### src/rtl/video_line_scheduler_if.sv
// Handshake bundle between the display timing/renderer/host side and video_line_scheduler.
// master drives timing pulses, render_done and host controls; slave is the scheduler.
interface video_line_scheduler_if #(
  parameter int LINE_W = 9,
  parameter int CNT_W  = 8
);
  logic              enable;
  logic              start_of_screen;
  logic              start_of_line;
  logic              render_done;
  logic              render_start;
  logic [LINE_W-1:0] render_line;
  logic              render_bank;
  logic              display_bank;
  logic              busy;
  logic              underrun;
  logic              underrun_clr;
  logic [CNT_W-1:0]  underrun_count;
  logic [LINE_W-1:0] irq_line;
  logic              line_irq;
  logic              line_irq_clr;

  modport master (
    output enable, start_of_screen, start_of_line, render_done,
    output underrun_clr, irq_line, line_irq_clr,
    input  render_start, render_line, render_bank, display_bank,
    input  busy, underrun, underrun_count, line_irq
  );

  modport slave (
    input  enable, start_of_screen, start_of_line, render_done,
    input  underrun_clr, irq_line, line_irq_clr,
    output render_start, render_line, render_bank, display_bank,
    output busy, underrun, underrun_count, line_irq
  );
endinterface

### src/rtl/video_line_scheduler.sv
// Double-buffered line render scheduler; all outputs registered, 1 cycle after each timing pulse.
// No backpressure: a late renderer is preempted and counted as an underrun. VIDEO_LINE_IRQ_EN adds the line-compare interrupt.
module video_line_scheduler #(
  parameter int V_ACTIVE = 480,
  parameter int LINE_W   = 9,
  parameter int CNT_W    = 8
) (
  input logic clk,
  input logic rst,
  video_line_scheduler_if.slave vif
);
  typedef enum logic [1:0] {IDLE, RENDER, DONE_WAIT} state_t;

  localparam logic [LINE_W-1:0] LAST_LINE = LINE_W'(V_ACTIVE - 1);

  state_t            state, state_nxt;
  logic              start_q, start_nxt;
  logic [LINE_W-1:0] line_q, line_nxt;
  logic              rbank_q, rbank_nxt;
  logic              dbank_q, dbank_nxt;
  logic              busy_q, busy_nxt;
  logic              urun_q;
  logic [CNT_W-1:0]  ucnt_q;
  logic              urun_evt;

  logic sos, sol, done;
  assign sos  = vif.start_of_screen;
  assign sol  = vif.start_of_line;
  assign done = vif.render_done;

  always_ff @(posedge clk) begin
    if (rst) begin
      state   <= IDLE;
      start_q <= 1'b0;
      line_q  <= '0;
      rbank_q <= 1'b0;
      dbank_q <= 1'b1;
      busy_q  <= 1'b0;
      urun_q  <= 1'b0;
      ucnt_q  <= '0;
    end else begin
      state   <= state_nxt;
      start_q <= start_nxt;
      line_q  <= line_nxt;
      rbank_q <= rbank_nxt;
      dbank_q <= dbank_nxt;
      busy_q  <= busy_nxt;
      // A fresh underrun beats a simultaneous clear and restarts the count at 1.
      if (urun_evt) begin
        urun_q <= 1'b1;
        if (vif.underrun_clr)
          ucnt_q <= CNT_W'(1);
        else if (!(&ucnt_q))
          ucnt_q <= ucnt_q + CNT_W'(1);
      end else if (vif.underrun_clr) begin
        urun_q <= 1'b0;
        ucnt_q <= '0;
      end
    end
  end

  always_comb begin
    state_nxt = state;
    unique case (state)
      IDLE: if (sos && vif.enable) state_nxt = RENDER;
      RENDER, DONE_WAIT: begin
        if (sos)
          state_nxt = vif.enable ? RENDER : IDLE;
        else if (sol)
          state_nxt = (line_q == LAST_LINE) ? IDLE : RENDER;
        else if (state == RENDER && done)
          state_nxt = DONE_WAIT;
      end
      default: state_nxt = IDLE;
    endcase
  end

  always_comb begin
    start_nxt = 1'b0;
    line_nxt  = line_q;
    rbank_nxt = rbank_q;
    dbank_nxt = dbank_q;
    busy_nxt  = (state_nxt != IDLE);
    // start_of_screen always rides on a start_of_line, so both preempt an unfinished render.
    urun_evt  = (state == RENDER) && sol && !done;
    if (state == IDLE) begin
      if (sos && vif.enable) begin
        start_nxt = 1'b1;
        line_nxt  = '0;
        rbank_nxt = 1'b0;
      end
    end else if (sos) begin
      if (vif.enable) begin
        start_nxt = 1'b1;
        line_nxt  = '0;
        rbank_nxt = ~dbank_q;
      end
    end else if (sol) begin
      dbank_nxt = rbank_q;
      if (line_q != LAST_LINE) begin
        start_nxt = 1'b1;
        line_nxt  = line_q + LINE_W'(1);
        rbank_nxt = ~rbank_q;
      end
    end
  end

  assign vif.render_start   = start_q;
  assign vif.render_line    = line_q;
  assign vif.render_bank    = rbank_q;
  assign vif.display_bank   = dbank_q;
  assign vif.busy           = busy_q;
  assign vif.underrun       = urun_q;
  assign vif.underrun_count = ucnt_q;

`ifdef VIDEO_LINE_IRQ_EN
  logic line_irq_q;

  always_ff @(posedge clk) begin
    if (rst)
      line_irq_q <= 1'b0;
    else
      line_irq_q <= (start_q && line_q == vif.irq_line) || (line_irq_q && !vif.line_irq_clr);
  end

  assign vif.line_irq = line_irq_q;
`else
  logic unused_irq_inputs;
  assign unused_irq_inputs = ^{vif.irq_line, vif.line_irq_clr};
  assign vif.line_irq      = 1'b0;
`endif
endmodule

### src/flat_wrapper.sv
// flat-port wrapper written by rule: the top's interface ports become plain ports
module video_line_scheduler_flat 
#(
  parameter int V_ACTIVE = 480,
  parameter int LINE_W   = 9,
  parameter int CNT_W    = 8
)
  (clk, rst, vif_enable, vif_start_of_screen, vif_start_of_line, vif_render_done, vif_underrun_clr, vif_irq_line, vif_line_irq_clr, vif_render_start, vif_render_line, vif_render_bank, vif_display_bank, vif_busy, vif_underrun, vif_underrun_count, vif_line_irq);
  video_line_scheduler_if #(.LINE_W(LINE_W), .CNT_W(CNT_W)) vif_i ();
  input logic clk;
  input logic rst;
  input wire logic [$bits(vif_i.enable)-1:0] vif_enable;
  input wire logic [$bits(vif_i.start_of_screen)-1:0] vif_start_of_screen;
  input wire logic [$bits(vif_i.start_of_line)-1:0] vif_start_of_line;
  input wire logic [$bits(vif_i.render_done)-1:0] vif_render_done;
  input wire logic [$bits(vif_i.underrun_clr)-1:0] vif_underrun_clr;
  input wire logic [$bits(vif_i.irq_line)-1:0] vif_irq_line;
  input wire logic [$bits(vif_i.line_irq_clr)-1:0] vif_line_irq_clr;
  output wire logic [$bits(vif_i.render_start)-1:0] vif_render_start;
  output wire logic [$bits(vif_i.render_line)-1:0] vif_render_line;
  output wire logic [$bits(vif_i.render_bank)-1:0] vif_render_bank;
  output wire logic [$bits(vif_i.display_bank)-1:0] vif_display_bank;
  output wire logic [$bits(vif_i.busy)-1:0] vif_busy;
  output wire logic [$bits(vif_i.underrun)-1:0] vif_underrun;
  output wire logic [$bits(vif_i.underrun_count)-1:0] vif_underrun_count;
  output wire logic [$bits(vif_i.line_irq)-1:0] vif_line_irq;
  assign vif_i.enable = vif_enable;
  assign vif_i.start_of_screen = vif_start_of_screen;
  assign vif_i.start_of_line = vif_start_of_line;
  assign vif_i.render_done = vif_render_done;
  assign vif_i.underrun_clr = vif_underrun_clr;
  assign vif_i.irq_line = vif_irq_line;
  assign vif_i.line_irq_clr = vif_line_irq_clr;
  assign vif_render_start = vif_i.render_start;
  assign vif_render_line = vif_i.render_line;
  assign vif_render_bank = vif_i.render_bank;
  assign vif_display_bank = vif_i.display_bank;
  assign vif_busy = vif_i.busy;
  assign vif_underrun = vif_i.underrun;
  assign vif_underrun_count = vif_i.underrun_count;
  assign vif_line_irq = vif_i.line_irq;
  video_line_scheduler #(.V_ACTIVE(V_ACTIVE), .LINE_W(LINE_W), .CNT_W(CNT_W)) u_core (.clk(clk), .rst(rst), .vif(vif_i));
endmodule
### config.mk
export PLATFORM = sky130hd
export DESIGN_NAME = video_line_scheduler_flat
export DESIGN_NICKNAME = d
export VERILOG_FILES = /design/src/rtl/video_line_scheduler_if.sv /design/src/rtl/video_line_scheduler.sv /design/src/flat_wrapper.sv
export SDC_FILE = /design/constraint.sdc
export NUM_CORES = 1
export LEC_CHECK = 0
export ABC_AREA = 1
export CAP_MARGIN = 15
export CORE_ASPECT_RATIO = 0.8
export CORE_MARGIN = 3
export CORE_UTILIZATION = 38
export DETAILED_ROUTE_END_ITERATION = 6
export PLACE_DENSITY = 0.67
export SETUP_SLACK_MARGIN = 0.5
export SYNTH_ARGS = -nofsm -noshare
export SYNTH_HDL_FRONTEND = slang
export SYNTH_SLANG_ARGS = --single-unit
### constraint.sdc
create_clock -name clk -period 1.63 [get_ports clk]
set_input_delay 0.489 -clock clk [delete_from_list [all_inputs] [get_ports clk]]
set_output_delay 0.489 -clock clk [all_outputs]
set_load 0.01 [all_outputs]
==> impl_metrics.ini, run 1 <==
[power_and_ir_drop]
pwr-share-clk_pct = 28.6
p_sw_share_pct = 28.0
ir_worst_vdd_mv = 0.520
pwr-share-comb_pct = 22.7
power_frac_seq_pct = 48.6
intPower_uw = 877
power_density_nw_per_um2 = 497
p_leak_uw = 0.00114
power_switching_uw = 342

[placed_design]
pre_cts_ws_ns = -0.242
placed_cells = 288
gp_congestion = 0.808
place_hpwl_microns = 2520
port_buffers = 28

[die]
die_x_microns = 72.3
start_util_pct = 41.5
core-area_sq_um = 3220
fp.dieH_microns = 59.1
pin_count = 40
die-area_sq_um = 4270
rows = 18

[clock_network]
clk_path_buf_depth = 2
cts.root.buffer_cell = clkbuf_8
ctsHtreeMaxLevel = 1
clk_pin_slew_worst_paths_ns = 0.08
cts_sinks = 24
numCtsBuffers = 3
worstSkewPairLatency_ns = 0.27
cts_tree = done
cts_hold_buf = 0

[sta]
setup_violations = 0
grt_setup_unrepaired = yes
setup_slack_ns = 0.226
fin_crit_ns = 1.40
hold_viol = 0
fin_skew_ns = 0.00451
fmax_ghz = 0.712
fin_tns_setup_ns = 0
report.final.slew_viol_count = 0
finalCritPeriodShare_pct = 86.1

[synth]
synthTopCellsByArea = dfxtp_1 36%, nand2_1 14%, inv_1 8.4%
synth_common_cells = 49 x nand2_1, 30 x inv_1, 26 x nor2_1
synth_async_sr_flop_share_pct = 0
ys_types = 25
synth_top_area_share_pct = 35.9
synth_fp_nets = 226
synth_most_common_cell = nand2_1
syn-instance-count = 204
synth-edff-count = 0
yosysTopAreaCell = dfxtp_1
syn_area_per_cell_sq_um = 6.56
seq_area_frac_synth_pct = 35.9
synth_ff_type = dfxtp_1
ys_ff_latch = 24
synthesis.area_sq_um = 1340
yosysWarnings = 0

[worst_setup_path]
crit_slowest_cell = dfxtp_4
path_delay_family = simple AND/OR/NAND/NOR gates
cp.required_ns = 1.83
crit_buf_inv = 1
path_cells = ha_4 -> nand2_4 -> nor2_4 -> buf_6 -> nand2_2 -> nand2_1 -> nand3_2 -> nor2_4 -> nand2_4 -> a21oi_2
crit_type = flop to flop
crit_arrival_ns = 1.60
crit_path_start_kind = flop
crit_fanout = 4
max_stage_delay_ns = 0.37
crit_path_end_kind = flop

[finish]
layout-drive-gt1-share_pct = 57.8
nets = 310
fillers = 235
n_antenna_cell = 0
fin_cells = 327
area_delta_synth_final_pct = 83.5
utilization_pct = 76.2

[routing]
routedWlPerCell_microns = 13.4
postRouteAntennaNets = 0
drcViolationCount = 0
first_iter_violations = 79
wirelength_microns = 4370
viasPerCell = 4.93
vias = 1612
first_pass_iters = 4

[global_route]
grt_pass1_vias = 1379
antenna_found_initial = 0
track_usage_pct = 18.9
grt_first_pass_wirelength_microns = 6250
grt_overflow_total = 0
grt_start_max_net_pins = 14

[job]
maxCapViolCount = 0

[hold_path]
hold_class = flop to flop

[run_status]
outcome = finished, final reports clean
[what timing repair did]
action,in CTS,in global routing
buffers inserted,24,10
gates resized for setup,170,34
setup endpoints to repair,46,46
gates cloned,1,0
pin swaps,19,18
[worst register-to-register path: stages (launching register included)]
cell and delay, ns:
dfxtp_4 0.37, ha_4 0.15, nand2_4 0.05, nor2_4 0.10
buf_6 0.12, nand2_2 0.04, nand2_1 0.09, nand3_2 0.10
nor2_4 0.13, nand2_4 0.05, a21oi_2 0.12
[logic make-up (layout without fill, tap and decap cells)]
| logic type | after synthesis | count (layout) | share of synthesized area, % |
|---|---|---|---|
| AOI/OAI and AO/OA | 32 | 32 | 12.7 |
| other | 1 | 1 | 0.280 |
| DFF | 24 | 24 | 35.9 |
| buffers and inverters | 37 | 119 | 11.2 |
| adders and majority gates | 5 | 5 | 4.68 |
| and+or+nand+nor | 105 | 106 | 35.2 |
[sequential cells by signal (all words and copies together), names as in the netlist]
name                       count
u_core.vif.render_line         9
u_core.vif.underrun_count      8
u_core.vif.display_bank        1
u_core.vif.busy                1
u_core.state                   2
u_core.vif.render_start        1
u_core.vif.render_bank         1
u_core.vif.underrun            1
[path summary, 6_finish.rpt]
| check | from | end | slack (ns) | cells after the start |
|---|---|---|---|---|
| max | u_core.vif.render_line[1] | u_core.vif.render_line[8] | 0.23 | 10 |
| min | u_core.vif.underrun | u_core.vif.underrun | 0.47 | 2 |
| max reg2reg | u_core.vif.render_line[1] | u_core.vif.render_line[8] | 0.23 | 10 |
| min reg2reg | u_core.vif.underrun | u_core.vif.underrun | 0.47 | 2 |
[layer usage]
layer | part of all wire [%] | track usage, % | vias to the layer above
met5 | 0 | 0 | -
met4 | 0.53 | 3.75 | 0
met3 | 6.0 | 4.41 | 2
met2 | 48 | 30.2 | 49
met1 | 45 | 26.1 | 745
li1 | - | - | 816
[power by group through the flow]
stage | clock [uW] | sequential, uW | combinational [uW]
floorplan | 0 | 623 | 97.0
global placement | 0 | 620 | 184
detailed placement | 0 | 620 | 184
CTS | 367 | 595 | 244
global route | 388 | 595 | 296
finish | 349 | 593 | 277
[placed cells by master (no fill, tap or decap), types with 5 or more instances in the layout]
master	synthesis	layout
buf_4	1	47
nand2_1	49	34
buf_6	1	25
inv_1	30	22
nor2_1	26	20
nand3_1	17	12
dfxtp_4	0	11
dfxtp_2	0	11
nand2_4	1	10
nand2_2	3	10
a21oi_1	16	8
inv_2	3	7
a21oi_2	0	7
nor2_4	1	6
o21ai_0	11	6
dlygate4sd2_1	0	5
[layout make-up]
class,instances,area [sq um],area share [%]
Sequential cell,24,536,21.8
Clock buffer,3,41.3,1.68
Multi-Input combinational cell,144,983,40.1
Clock inverter,1,3.75,0.153
Inverter,34,143,5.81
Timing Repair Buffer,81,698,28.4
Tap cell,40,50.0,2.04
[stage by stage]
stage	total power (uW)	hold WS [ns]	instance area, sq um
2_1_floorplan	720	0.464	1440
3_3_place_gp	804	0.458	1890
3_5_place_dp	804	0.460	1890
4_1_cts	1210	0.477	2270
5_1_grt	1280	0.500	2450
6_report	1220	0.474	2450
Power figures use the tool's default switching activity.
==> inputs of run 2 (changes only) <==
--- a/config.mk
+++ b/config.mk
@@ -5,7 +5,6 @@
 export SDC_FILE = /design/constraint.sdc
 export NUM_CORES = 1
 export LEC_CHECK = 0
-export ABC_AREA = 1
 export CAP_MARGIN = 15
 export CORE_ASPECT_RATIO = 0.8
 export CORE_MARGIN = 3
==> run 2 against run 1 <==
  * The run now ends with negative setup slack left
  * Area after synthesis shrank 4.7%
  * Sequential power shrank 1%
  * Final cell count shrank 17%
  * Via count shrank 8.0%
  * Worst hold slack gained 0.0010 ns
  * Non-clock buffer count grew 2
  * Worst setup slack lost 0.25 ns
  * Synthesized cell count shrank 27%
  * Core utilization shrank 2.8 points
  * Power shrank 3.1%
  * First-iteration DRC count grew 7.6%
  * Largest power group unchanged
  * Highest routed layer unchanged
==> impl_metrics.ini, run 2 <==
[power_and_ir_drop]
p_leak_uw = 0.000911
ir_worst_vdd_mv = 0.393
power_density_nw_per_um2 = 511

[sta]
fin_tns_setup_ns = -0.0376
hold_viol = 0
setup_slack_ns = -0.0272
finalCritPeriodShare_pct = 102
setup_violations = 2
fin_skew_ns = 0.00574
fin_crit_ns = 1.66
fmax_ghz = 0.603
report.final.slew_viol_count = 0
grt_setup_unrepaired = yes

[synth]
ys_types = 46
synth_ff_type = dfxtp_1
synthesis.area_sq_um = 1270
seq_area_frac_synth_pct = 37.7
synth_most_common_cell = dfxtp_1
syn_area_per_cell_sq_um = 8.56
synth_fp_nets = 171
synth_async_sr_flop_share_pct = 0
synth_top_area_share_pct = 37.7
yosysTopAreaCell = dfxtp_1
syn-instance-count = 149
synth_common_cells = 24 x dfxtp_1, 13 x nand2_1, 11 x a21oi_1, 11 x nand3_1, 10 x nor2_1
synthTopCellsByArea = dfxtp_1 38%, ha_1 4.9%, a21oi_1 4.3%
ys_ff_latch = 24
synth-edff-count = 0
yosysWarnings = 0

[global_route]
grt_pass1_vias = 1454
track_usage_pct = 20.1
grt_first_pass_wirelength_microns = 6600
grt_start_max_net_pins = 14
grt_overflow_total = 0
antenna_found_initial = 0

[finish]
layout-drive-gt1-share_pct = 60.6
nets = 254
seq_area_sq_um = 537
fin_cells = 271
largest_reg_flops = 9
area_delta_synth_final_pct = 81.6
n_antenna_cell = 0
mostFrequentLayoutCell = buf_4
mostFrequentLayoutCells = 50 x buf_4, 23 x buf_6, 12 x dfxtp_4
fillers = 220
multiInputGateArea_sq_um = 942

[worst_setup_path]
cp.required_ns = 1.84
crit_type = flop to flop
crit_fanout = 6
crit_arrival_ns = 1.87
crit_path_end_kind = flop
crit_path_start_kind = flop

[clock_network]
ctsHtreeMaxLevel = 1
clk_pin_slew_worst_paths_ns = 0.09
numCtsBuffers = 3
cts.root.buffer_cell = clkbuf_8
worstSkewPairLatency_ns = 0.28
cts_sinks = 24
clk_path_buf_depth = 2
cts_tree = done

[die]
die-area_sq_um = 4090
fp.dieH_microns = 57.8
rows = 18
die_x_microns = 70.8
core-area_sq_um = 3150
pin_count = 40
start_util_pct = 40.4

[routing]
first_pass_iters = 4
vias = 1483
postRouteAntennaNets = 0
routedWlPerCell_microns = 15.8
first_iter_violations = 85
viasPerCell = 5.47
wirelength_microns = 4270
drcViolationCount = 0

[placed_design]
placed_cells = 239
port_buffers = 28
place_hpwl_microns = 2710
gp_congestion = 0.829

[job]
maxCapViolCount = 0

[run_status]
violations = negative setup slack
outcome = finished, violations left

[hold_path]
hold_class = flop to flop
-- run 2: timing repair --
| action | CTS | global route |
|---|---|---|
| resized for setup | 125 | 35 |
| hold buffers | 0 | 0 |
| endpoints found under the setup margin | 46 | 46 |
| pin swaps | 12 | 11 |
| buffers inserted | 16 | 12 |
-- run 2: logic make-up after synthesis --
group / Yosys count / synth area share [%]
AND/OR/NAND/NOR: 60 / 25.7
AO/OA/AOI/OAI: 42 / 23.9
flip-flops: 24 / 37.7
buffers and inverters: 12 / 3.93
adder cells (fa/ha/maj): 5 / 4.91
XOR/XNOR: 4 / 2.75
other: 1 / 0.294
multiplexers: 1 / 0.785
-- run 2: area by class of cell --
| class | instances | share of cell area [%] |
|---|---|---|
| multi-input combinational | 113 | 40.7 |
| timing repair buffer | 83 | 30.9 |
| sequential | 24 | 23.2 |
| tap | 40 | 2.16 |
| clock buffer | 3 | 1.78 |
| inverter | 7 | 1.14 |
| clock inverter | 1 | 0.162 |
-- run 2: critical path: stages (launching register included) --
cell	delay (ns)
dfxtp_2	0.36
inv_2	0.05
ha_4	0.17
nor3b_4	0.25
o21ai_4	0.14
or4b_4	0.50
a21oi_2	0.12
-- run 2: worst paths after layout --
check | from | end | slack (ns) | cells after the start
worst min register to register | u_core.vif.underrun | u_core.vif.underrun | 0.48 | 2
worst max-delay path | u_core.state[0] | u_core.vif.render_line[1] | -0.03 | 6
worst min-delay path | u_core.vif.underrun | u_core.vif.underrun | 0.48 | 2
worst max register to register | u_core.state[0] | u_core.vif.render_line[1] | -0.03 | 6
-- run 2: where the power goes --
group          total [uW]  switching, uW  internal (uW)  leakage [uW]
logic                 221            104            117      0.000680
registers             586           7.97            578      0.000207
clock network         374            205            169     0.0000231
total                1180            317            865      0.000911
-- run 2: metrics by stage --
step                      power [uW]  hold WS [ns]  area [sq um]  utilization (%)  setup slack (ns)
after floorplan                  707         0.490          1430                -            0.0727
after detailed placement         796         0.457          1900             60.2            -0.500
final                           1180         0.475          2310             73.4           -0.0272
after global routing            1230         0.503          2310             73.4           -0.0933
after global placement           789         0.452          1900             60.2            -0.483
after CTS                       1170         0.476          2130             67.6            0.0303
-- run 2: metal layers --
layer / vias up / GRT usage [%] / wire [microns]
met4: 0 / 6.97 / 91
met1: 709 / 24.3 / 1840
met3: 12 / 5.20 / 228
met2: 49 / 34.7 / 2120
li1: 713 / - / -
met5: - / 0 / 0
==> RTL change (settings of run 2) <==
`V_ACTIVE` is set to 480 in 2 places; all go to 240.
--- a/src/rtl/video_line_scheduler.sv
+++ b/src/rtl/video_line_scheduler.sv
@@ -1,7 +1,7 @@
 // Double-buffered line render scheduler; all outputs registered, 1 cycle after each timing pulse.
 // No backpressure: a late renderer is preempted and counted as an underrun. VIDEO_LINE_IRQ_EN adds the line-compare interrupt.
 module video_line_scheduler #(
-  parameter int V_ACTIVE = 480,
+  parameter int V_ACTIVE = 240,
   parameter int LINE_W   = 9,
   parameter int CNT_W    = 8
 ) (
--- a/src/flat_wrapper.sv
+++ b/src/flat_wrapper.sv
@@ -1,7 +1,7 @@
 // flat-port wrapper written by rule: the top's interface ports become plain ports
 module video_line_scheduler_flat 
 #(
-  parameter int V_ACTIVE = 480,
+  parameter int V_ACTIVE = 240,
   parameter int LINE_W   = 9,
   parameter int CNT_W    = 8
 )
Check against the original RTL: same outputs for any inputs over 10 cycles, from zero or initial values and one cycle with rst high; that may be too few to reach the edited logic, so the function may still have changed.
==> RTL change against run 2 <==
- setup slack gained 35 ps
- sequential power increased by 2%
- count of clock-buffer cells in the layout is 1 higher
- cell area decreased by 2.5%
- wire length is 4.7% lower
- non-clock buffer count down 12
- combinational power rose by 19%
- sequential cell count is the same
- power increased by 3.5%
- area after synthesis is 0.39% lower
- die area is 0.36% lower
- cell count shrank 6.6%
- core utilization shrank 1.8 points
- critical path type unchanged
- critical endpoint is now u_core.vif.render_line[8]$_SDFFE_PP0P_
- largest cell class unchanged
==> RTL change: results (changes against run 2) <==
sequential area share after synthesis: 37.83% (+0.15 points)
synth unique cells: 44 (-4.3%)
Post-Synth XOR/XNOR Area: 4.828% (+2.1 points)
Final nets: 236 (-7.1%)
FF-to-FF End: u_core.vif.render_line[8]$_SDFFE_PP0P_
Mapped Avg Cell Area: 8.819 um^2 (+3.1%)
Fillers: 236 (+7.3%)
Initial DRC Count: 47 (-45%)
first-pass GRT wire length: 6.437 mm (-2.5%)
WS Path Type: register to register
Largest stage delay, worst path: 360 ps (-140 ps)
CP max stage cell: dfxtp_2
M2 GR Usage: 35.60% (+0.86 points)
Leakage: 0.8597 nW (-5.6%)
peak supply drop: 0.0005794 V (+47%)
GRT met3 Usage: 4.506% (-0.69 points)
WL/cell: 16.10 um (+2.1%)
Reg2Reg Depth: 8 (+2)
area share of fa/ha/maj cells after synthesis: 4.926% (+0.019 points)
Synth Net Count: 166 (-2.9%)
DPL Wire Length: 2.583 mm (-4.8%)
routability cong.: 0.8490 (+2.4%)
reg2reg start: u_core.state[1]$_SDFF_PP0_
Vias/cell: 5.419 (-0.97%)
layout cells sized above 1: 64.79% (+4.2 points)
met1 usage: 24.55% (+0.21 points)
clock skew: 3.766 ps (-1.974 ps)
largest fanout on the critical path: 4 (-2)
status: finished clean
placed insts: 229 (-4.2%)
Total GRT Usage: 19.99% (-0.095 points)
Worst R2R Setup Slack: 8 ps (+40 ps)
Worst EP arrival: 1820 ps (-50 ps)
top post-synthesis cells by count: dfxtp_1, a21oi_1, nor2_1, nand3_1, o21ai_0
via count: 1371 (-7.6%)
RTL change: worst min-delay path, delay by kind of cell, from the launching register on:
kind               cells  cell delay [ps]
and+or+nand+nor        1               60
DFF                    1              330
AOI/OAI and AO/OA      1               60
RTL change: how the worst max path moves through the flow:
stage / end / slack (ps) / cells past startpoint
detailed placement: u_core.vif.render_line[1]$_SDFFE_PP0P_ / -490 / 5
floorplan: u_core.vif.render_line[1]$_SDFFE_PP0P_ / -30 / 6
finish: u_core.vif.render_line[8]$_SDFFE_PP0P_ / 8 / 8
global placement: u_core.vif.display_bank$_SDFFE_PP1P_ / -440 / 4
CTS: u_core.vif.render_line[8]$_SDFFE_PP0P_ / 70 / 8
global route: u_core.vif.render_line[8]$_SDFFE_PP0P_ / -50 / 8
RTL change: power breakdown:
| part | switching [mW] | leakage, nW | internal [mW] | total, mW |
|---|---|---|---|---|
| clock network | 0.188 | 0.0228 | 0.175 | 0.363 |
| registers | 0.0105 | 0.207 | 0.588 | 0.598 |
| logic | 0.121 | 0.630 | 0.142 | 0.263 |
RTL change: stage by stage:
step	setup WS [ps]	power [mW]	instance area [um^2]	hold slack, ps
global placement	-443.8	0.8092	1858	456.2
CTS	71.95	1.219	2131	470.5
finish	7.979	1.224	2257	491.2
floorplan	-26.26	0.7177	1380	474.4
global route	-53.18	1.285	2257	517.3
detailed placement	-493.2	0.8160	1858	460.4
RTL change: final cells by class:
class	instances	share of cell area [%]
clock buffers	4	1.996
repair buffers	71	28.88
multi-input cells	108	42.30
flip-flops and latches	24	23.61
inverters	6	0.9978
well taps	40	2.217
RTL change: kinds of logic (layout without fill, tap and decap cells):
family / count (synthesis) / count (layout)
simple gates: 57 / 57
compound gates: 38 / 38
flops: 24 / 24
buf+inv: 12 / 81
xor+xnor: 7 / 7
fa+ha+maj: 5 / 5
other cells: 1 / 1
RTL change: timing repair:
item / CTS / global route
resized for setup: 155 / 28
cloned: 0 / 0
pin swaps: 14 / 16
setup buffers: 16 / 4
endpoints found under the setup margin: 46 / 46
RTL change: metal layers:
metal,part of all wire [%],vias up
met5,0,-
met4,2.2,0
met3,3.4,8
met2,49,27
met1,45,664
li1,-,672
